**src/rtl/invader_hit_detect.sv**
```systemverilog
// Player-bullet vs. invader-formation hit detector.
// One invader is examined per clock in row-major order; the first live hit is killed and reported.
module invader_hit_detect #(
    parameter int ROWS      = 5,
    parameter int COLS      = 11,
    parameter int INV_W     = 16,
    parameter int INV_H     = 8,
    parameter int SPACING_X = 24,
    parameter int SPACING_Y = 16,
    parameter int BULLET_W  = 2,
    parameter int BULLET_H  = 8
) (
    input  logic                 clk,
    input  logic                 arst_n,
    input  logic                 frame,
    input  logic [9:0]           invaders_x,
    input  logic [9:0]           invaders_y,
    input  logic                 bullet_valid,
    input  logic [9:0]           bullet_x,
    input  logic [9:0]           bullet_y,
    input  logic                 wave_reset,
    output logic                 invader_collision,
    output logic [2:0]           hit_row,
    output logic [3:0]           hit_col,
    output logic [ROWS*COLS-1:0] alive,
    output logic [5:0]           alive_count,
    output logic                 all_dead,
    output logic                 busy
);

    localparam int N = ROWS * COLS;

    typedef enum logic [1:0] {
        IDLE,
        SCAN,
        REPORT
    } state_t;

    state_t      state;
    state_t      state_nx;

    logic [9:0]  ox_q;
    logic [9:0]  oy_q;
    logic [9:0]  bx_q;
    logic [9:0]  by_q;
    logic [2:0]  row_q;
    logic [3:0]  col_q;
    logic [5:0]  idx_q;

    logic [10:0] x0;
    logic [10:0] y0;
    logic [10:0] bx_e;
    logic [10:0] by_e;
    logic        start;
    logic        last;
    logic        scan_hit;

    // Box test for the invader currently addressed by (row_q, col_q) / idx_q.
    always_comb begin
        bx_e     = {1'b0, bx_q};
        by_e     = {1'b0, by_q};
        x0       = {1'b0, ox_q} + 11'(col_q) * 11'(SPACING_X);
        y0       = {1'b0, oy_q} + 11'(row_q) * 11'(SPACING_Y);
        last     = (idx_q == 6'(N - 1));
        start    = (state == IDLE) && frame && bullet_valid && !all_dead && !wave_reset;
        scan_hit = (state == SCAN) && alive[idx_q]
                   && (bx_e < x0 + 11'(INV_W))
                   && (bx_e + 11'(BULLET_W) > x0)
                   && (by_e < y0 + 11'(INV_H))
                   && (by_e + 11'(BULLET_H) > y0);
    end

    always_ff @(posedge clk or negedge arst_n) begin
        if (!arst_n) begin
            state <= IDLE;
        end else begin
            state <= state_nx;
        end
    end

    always_comb begin
        state_nx = state;
        case (state)
            IDLE: begin
                if (start) begin
                    state_nx = SCAN;
                end
            end
            SCAN: begin
                if (scan_hit) begin
                    state_nx = REPORT;
                end else if (last) begin
                    state_nx = IDLE;
                end
            end
            REPORT: begin
                state_nx = IDLE;
            end
            default: begin
                state_nx = IDLE;
            end
        endcase
        if (wave_reset) begin
            state_nx = IDLE;
        end
    end

    always_comb begin
        invader_collision = (state == REPORT);
        busy              = (state != IDLE);
    end

    always_comb begin
        all_dead = (alive_count == '0);
    end

    // Scan snapshot and position counters; idx_q tracks row_q*COLS+col_q.
    always_ff @(posedge clk or negedge arst_n) begin
        if (!arst_n) begin
            ox_q  <= '0;
            oy_q  <= '0;
            bx_q  <= '0;
            by_q  <= '0;
            row_q <= '0;
            col_q <= '0;
            idx_q <= '0;
        end else if (start) begin
            ox_q  <= invaders_x;
            oy_q  <= invaders_y;
            bx_q  <= bullet_x;
            by_q  <= bullet_y;
            row_q <= '0;
            col_q <= '0;
            idx_q <= '0;
        end else if (state == SCAN && !scan_hit && !last && !wave_reset) begin
            idx_q <= idx_q + 6'd1;
            if (col_q == 4'(COLS - 1)) begin
                col_q <= '0;
                row_q <= row_q + 3'd1;
            end else begin
                col_q <= col_q + 4'd1;
            end
        end
    end

    // wave_reset outranks a same-cycle hit; hit_row/hit_col keep their last value.
    always_ff @(posedge clk or negedge arst_n) begin
        if (!arst_n) begin
            alive       <= '1;
            alive_count <= 6'(N);
            hit_row     <= '0;
            hit_col     <= '0;
        end else if (wave_reset) begin
            alive       <= '1;
            alive_count <= 6'(N);
        end else if (scan_hit) begin
            alive[idx_q] <= 1'b0;
            alive_count  <= alive_count - 6'd1;
            hit_row      <= row_q;
            hit_col      <= col_q;
        end
    end

endmodule

```
**config.mk**
```make
export PLATFORM = sky130hd
export DESIGN_NAME = invader_hit_detect
export DESIGN_NICKNAME = d
export VERILOG_FILES = /design/src/rtl/invader_hit_detect.sv
export SDC_FILE = /design/constraint.sdc
export NUM_CORES = 1
export LEC_CHECK = 0
export ABC_AREA = 1
export CAP_MARGIN = 5
export CORE_AREA = 4 4 124 126
export DETAILED_ROUTE_END_ITERATION = 7
export DIE_AREA = 0 0 128 130
export PLACE_DENSITY = 0.88
export SLEW_MARGIN = 20
export SYNTH_ARGS = -nofsm -noshare
export SYNTH_HDL_FRONTEND = slang
export SYNTH_SLANG_ARGS = --single-unit
```
**constraint.sdc**
```tcl
create_clock -name clk -period 4 [get_ports clk]
set_input_delay 0.8 -clock clk [delete_from_list [all_inputs] [get_ports clk]]
set_output_delay 0.8 -clock clk [all_outputs]
set_load 0.01 [all_outputs]
```
Word-level counts from Yosys, hierarchy flattened
Cells that the tools add are included.

storage, ports and cells
  word-level logic and storage cells = 85
  output and inout port bits = 71
  input port bits = 45
  bits in registers = 123

cells by class
  $add $sub $neg = 10
  bitwise gates (word level) = 3
  multipliers = 1
  reductions and logical operators = 26
  equal/unequal tests = 6
  multiplexer cells = 21
  order comparisons = 6

operator list
  operator               count
  $mux 55                2
  $and 55x55->55         1
  $not 55->55            1
  $mux 6                 4
  $gt 11x11->1           2
  $lt 10x11->1           2
  $logic_and 1x1->1      13
  $mux 4                 3
  $add 10x2->11 const B  1
  $add 10x4->11 const B  1
  $add 10x7->11          1
  $add 10x9->11          1
  $add 11x4->11 const B  1
  $add 11x5->11 const B  1
  $mux 3                 3
  $mux 2                 4
  $reduce_bool 2->1      4
  $lt 6x7->1 const B     1
  $add 6x1->6 const B    1
  $bmux 1 s6             1
  $demux 1 s6            1
  $eq 6x6->1 const B     1
  $ge 6x1->1 const B     1
  $logic_not 6->1        1
  other kinds (15)       21

Longest topological paths before layout
  depth in word-level cells = 14
  gate-level depth with buffers = 27
  gate-level depth less buffers = 26

Least setup slack after synthesis
OpenSTA, ideal clock, no wires.

  path type = register to register
  start point = reg col_q[1]
  end point = reg row_q[1]
  data arrival time = 3.472 ns
  path slack = 0.411 ns
  library setup time = 0.117 ns
  path buffers = 1
  data required time = 3.883 ns
  stages on the path, launching flop included = 23
  period minus slack after synthesis = 3.589 ns
  cells stage by stage = dfrtp_1 > ha_1 > fa_1 > ha_1 > or2_2 > nand3_1 > nand2_1 > xor2_1 > ha_1 > a21o_1 > nor2_1 > nand2_1 > nand2_1 > nand2_1 > nand2_1 > nand2_1 > nand3_1 > nand4_2 > nand3_2 > nand2_2 > buf_4 > nand3_1 > nand2_1

on the way
  word-level cells in the longest chain between the ends = 14
  elaborated cells between the ends (all ways) = 17
  classes of those cells = 2 x add/sub; 1 x mul; 2 x order compare; 1 x eq/ne; 11 x reduce/logical

RTL lines
  element                                line  source
  start, declared                        47    logic [3:0] col_q;
  start signal, assigned                 141   col_q <= col_q + 4'd1;
  $mul 4x2->6                            62    x0 = {1'b0, ox_q} + 11'(col_q) * 11'(SPACING_X);
  $add 10x9->11                          62
  $add 11x5->11                          67    && (bx_e < x0 + 11'(INV_W))
  $lt 10x11->1                           67
  $logic_and 1x1->1                      67
  $logic_and 1x1->1                      68    && (bx_e + 11'(BULLET_W) > x0)
  $logic_and 1x1->1                      69    && (by_e < y0 + 11'(INV_H))
  $logic_and 1x1->1                      70    && (by_e + 11'(BULLET_H) > y0);
  $logic_not 1->1                        135   end else if (state == SCAN && !scan_hit && !last && !wave_reset) begin
  $logic_and 1x1->1 (3 in series)        135
  $reduce_bool 2->1 (no source line)     -
  $reduce_and 2->1 (no source line) (*)  -
  end signal, assigned                   139   row_q <= row_q + 3'd1;
  end, declared                          46    logic [2:0] row_q;

Every way passes the cells marked *; elsewhere a longest branch is shown, timed or not.
A chain may end at the register's enable or synchronous reset.

Worst setup path after layout
  start point = reg col_q[1]
  end point = reg alive[29]

on the way
  word-level cells in the longest chain between the ends = 9
  elaborated cells between the ends (all ways) = 10
  classes of those cells = 2 x add/sub; 1 x mul; 2 x order compare; 5 x reduce/logical

RTL lines
  element                                 line  source
  $mul 4x2->6 (*)                         62
  $add 10x9->11 (*)                       62
  $add 11x5->11                           67
  $lt 10x11->1                            67
  $logic_and 1x1->1                       67
  $logic_and 1x1->1 (*)                   68
  $logic_and 1x1->1 (*)                   69
  $logic_and 1x1->1 (*)                   70
  $reduce_bool 2->1 (no source line) (*)  -
  end signal, assigned                    149   alive <= '1;
  end signal, assigned                    154   alive <= '1;
  end signal, assigned by index           157   alive[idx_q] <= 1'b0;
  end, declared                           25    output logic [ROWS*COLS-1:0] alive,

Marks and branches as above.

==> results.md <==
- Top_reg_cell synth: dfrtp_1
- Slew HR: 34.7%
- Leak: about 4.9 nW
- CORE AREA: ~0.014 sq mm
- CP startpoint: col_q[1]$_DFFE_PN0P_
- IO buf count: 115
- Number of flops mapped to enable cells by yosys: 0
- DR WL/cell: approximately 17 um
- 1st-iter DRT viols: 758
- Reg2Reg Launch Point: col_q[1]$_DFFE_PN0P_
- Critical Path End: alive[29]$_DFFE_PN1P_
- Async set-or-reset flop fraction in the synthesized netlist: 100%
- Post-DRT Antenna Nets: 0
- Fin. max-slew vios: 0
- Synth Register Bits: ~120
- Die height: about 130 um
- Worst R2R Setup Slack: approximately 0.057 ns
- Yosys warning count: 0
- Status: finished, final reports clean
- Total number of vias: 7281
- Largest net degree at the start of global routing: ~80
- DRC: 0
- R2R depth: 23
- Fillers: 1018
- Worst hold path class: reg2reg
- Hold_ws: ~0.50 ns
- Row count: 44
- Worst-case clock buffer depth: 2
- Synth area leader: dfrtp_1
- Grt total ovfl: 0
- Final setup skew: between 0.01 and 0.015 ns
- Worst-Skew Late Latency: 0.43 ns
- Die width: between 100 and 150 um
- Fmax: approximately 0.25 GHz
- Max IR drop VDD: about 0.44 mV
- CTS root buf: clkbuf_16
- Most frequent cell after synthesis: nand2_1
- Pwr Density: between 600 and 700 mW/mm^2
- Post-synthesis sequential area ratio: between 40% and 50%
- Initial Util: a little over half
- GRT Resource Usage Total: roughly 24%
- DRT Pass-1 Iters: 7
- Crit Path Class: reg2reg
- Synth top cells by count: nand2_1 (206), inv_1 (126), nor2_1 (109)
- Area Growth Syn to Fin: 29.6%
- Nets: between 1000 and 1500
- Vias in the first global route: between 6000 and 7000
- Synth cell types: 42
- Syn_nets: between 1000 and 1500
- Synth area leaders: dfrtp_1 (20%), dfstp_2 (20%), ha_1 (10%)
- Dpl cells: about 1200
- Num CTS Buffers: 17
- Top cell type's share of synthesized area: 20.5%
- Clk pin slew, worst setup/hold paths: around 0.06 ns
- RD Place Congestion: about 0.95
- Final hold violation count: 0
- CP arrival: around 4.3 ns
- Critical Path Start Type: flip-flop
- Final min period: between 3 and 4 ns
- Synth Cell Area: a little under 0.008 sq mm
- First-pass GRT wire length: approximately 32000 um
- Worst Tran Pin Value: slightly below 1 ns
- Max-cap violations: 0
- Clock sinks: 123
- Worst Setup End Kind: flip-flop
- # IOs: between 100 and 150
- Diodes inserted: 0
- Die area: between 0.015 and 0.02 sq mm
- Reg-to-reg endpoint: alive[29]$_DFFE_PN1P_
- Final wirelength: approximately 22000 um
- Cell count after synthesis: between 900 and 1000
- CTS HTree Levels: 4
- PnR Total Power: between 6 and 7 mW
- CTS tree: done
- Fin cells: about 1300
- Syn avg cell area: a little over 8 sq um
- Vias/cell: 5.72
- Initial antenna violation count: 0
- Setup-failing EPs final: 0
- Post-DP HPWL: about 14000 um
- Largest fanout on the critical path: 8
- Worst Path Required: 4.32 ns
- Period utilisation layout: 98.6%
- Share of post-route cells with drive strength above 1: 17.1%
[routing by layer]
layer / up-vias / GRT usage (%) / share of wire (%)
met5: - / 0 / 0
met4: 0 / 10.9 / 5.0
met3: 115 / 4.42 / 7.5
met2: 426 / 39.9 / 48
met1: 3407 / 31.2 / 40
li1: 3333 / - / -
[area by class of cell]
class,instances,area (sq um),area share (%)
well taps,184,230,2.31
inverters,132,508,5.10
clock inverters,13,106,1.07
clock buffers,19,443,4.44
flip-flops and latches,123,3160,31.7
multi-input cells,662,4060,40.7
repair buffers,140,1470,14.7
[critical path, stage by stage, from the launching register on]
cell,delay (ns)
dfrtp_2,0.46
buf_4,0.17
fa_2,0.58
ha_4,0.22
or2_2,0.30
nand2_1,0.10
nand2_2,0.09
nand2_2,0.10
xor2_1,0.19
ha_1,0.28
a21o_1,0.17
nor2_1,0.10
nand2_1,0.06
nand2_1,0.06
nand2_1,0.05
nand2_1,0.05
nand2_1,0.06
nand3_2,0.07
nand4_4,0.16
inv_2,0.12
nand2_4,0.07
clkinv_8,0.13
clkbuf_16,0.16
a22oi_1,0.07
[registers in the layout (all words and copies together) (netlist names)]
| name | flops |
|---|---|
| oy_q | 10 |
| hit_col | 4 |
| hit_row | 3 |
| alive_count | 6 |
| idx_q | 6 |
| alive | 55 |
| bx_q | 10 |
| state | 2 |
| ox_q | 10 |
| row_q | 3 |
| by_q | 10 |
| col_q | 4 |
[worst min-delay path by stage]
stage                                 from  cells past startpoint                      to  slack [ns]
detailed placement   alive[24]$_DFFE_PN1P_                      2   alive[24]$_DFFE_PN1P_        0.48
global route         alive[50]$_DFFE_PN1P_                      2   alive[50]$_DFFE_PN1P_        0.51
global placement     alive[26]$_DFFE_PN1P_                      2   alive[26]$_DFFE_PN1P_        0.47
floorplan            alive[24]$_DFFE_PN1P_                      2   alive[24]$_DFFE_PN1P_        0.48
finish              hit_col[1]$_DFFE_PN0P_                      2  hit_col[1]$_DFFE_PN0P_        0.50
CTS                  alive[24]$_DFFE_PN1P_                      2   alive[24]$_DFFE_PN1P_        0.49
[cell families (layout without fill, tap and decap cells)]
logic type / after synthesis / count (layout) / synth area share [%]
xor+xnor: 33 / 33 / 3.76
compound gates: 135 / 135 / 10.4
mux: 24 / 24 / 3.51
flops: 123 / 123 / 41.0
buf+inv: 162 / 304 / 8.54
simple gates: 403 / 404 / 21.8
fa+ha+maj: 66 / 66 / 11.0
[repair_timing]
item	CTS	global route
hold buffers	0	0
pin swaps	0	9
endpoints found under the setup margin	9	83
gates resized for setup	1	43
buffers inserted	0	9
cloned	0	7
[layout by cell type (no fill, tap or decap), types with 21 or more instances in the layout]
master           instances
o21ai_0                 24
dfrtp_1                 61
dfstp_2                 60
nand3_1                 47
inv_1                  124
clkbuf_16               21
xor2_1                  23
mux2_2                  24
a22oi_1                 34
clkdlybuf4s50_1        114
nor2_1                 106
a21oi_1                 46
ha_1                    58
nand2_1                200
[per-stage QoR]
stage	setup TNS, ns	area, sq um	setup slack, ns	utilization [%]
2_1_floorplan	0	7690	0.411	-
3_3_place_gp	0	9040	0.204	63.2
3_5_place_dp	0	9040	0.0211	63.2
4_1_cts	0	9600	0.00888	67.0
5_1_grt	-8.72	9970	-0.172	69.7
6_report	0	9970	0.0567	69.7
[power breakdown]
| group | internal (mW) | switching [mW] |
|---|---|---|
| Combinational | 1.31 | 1.96 |
| Clock | 0.823 | 0.616 |
| Sequential | 1.43 | 0.210 |
| Total | 3.56 | 2.78 |
Power figures use the tool's default switching activity.
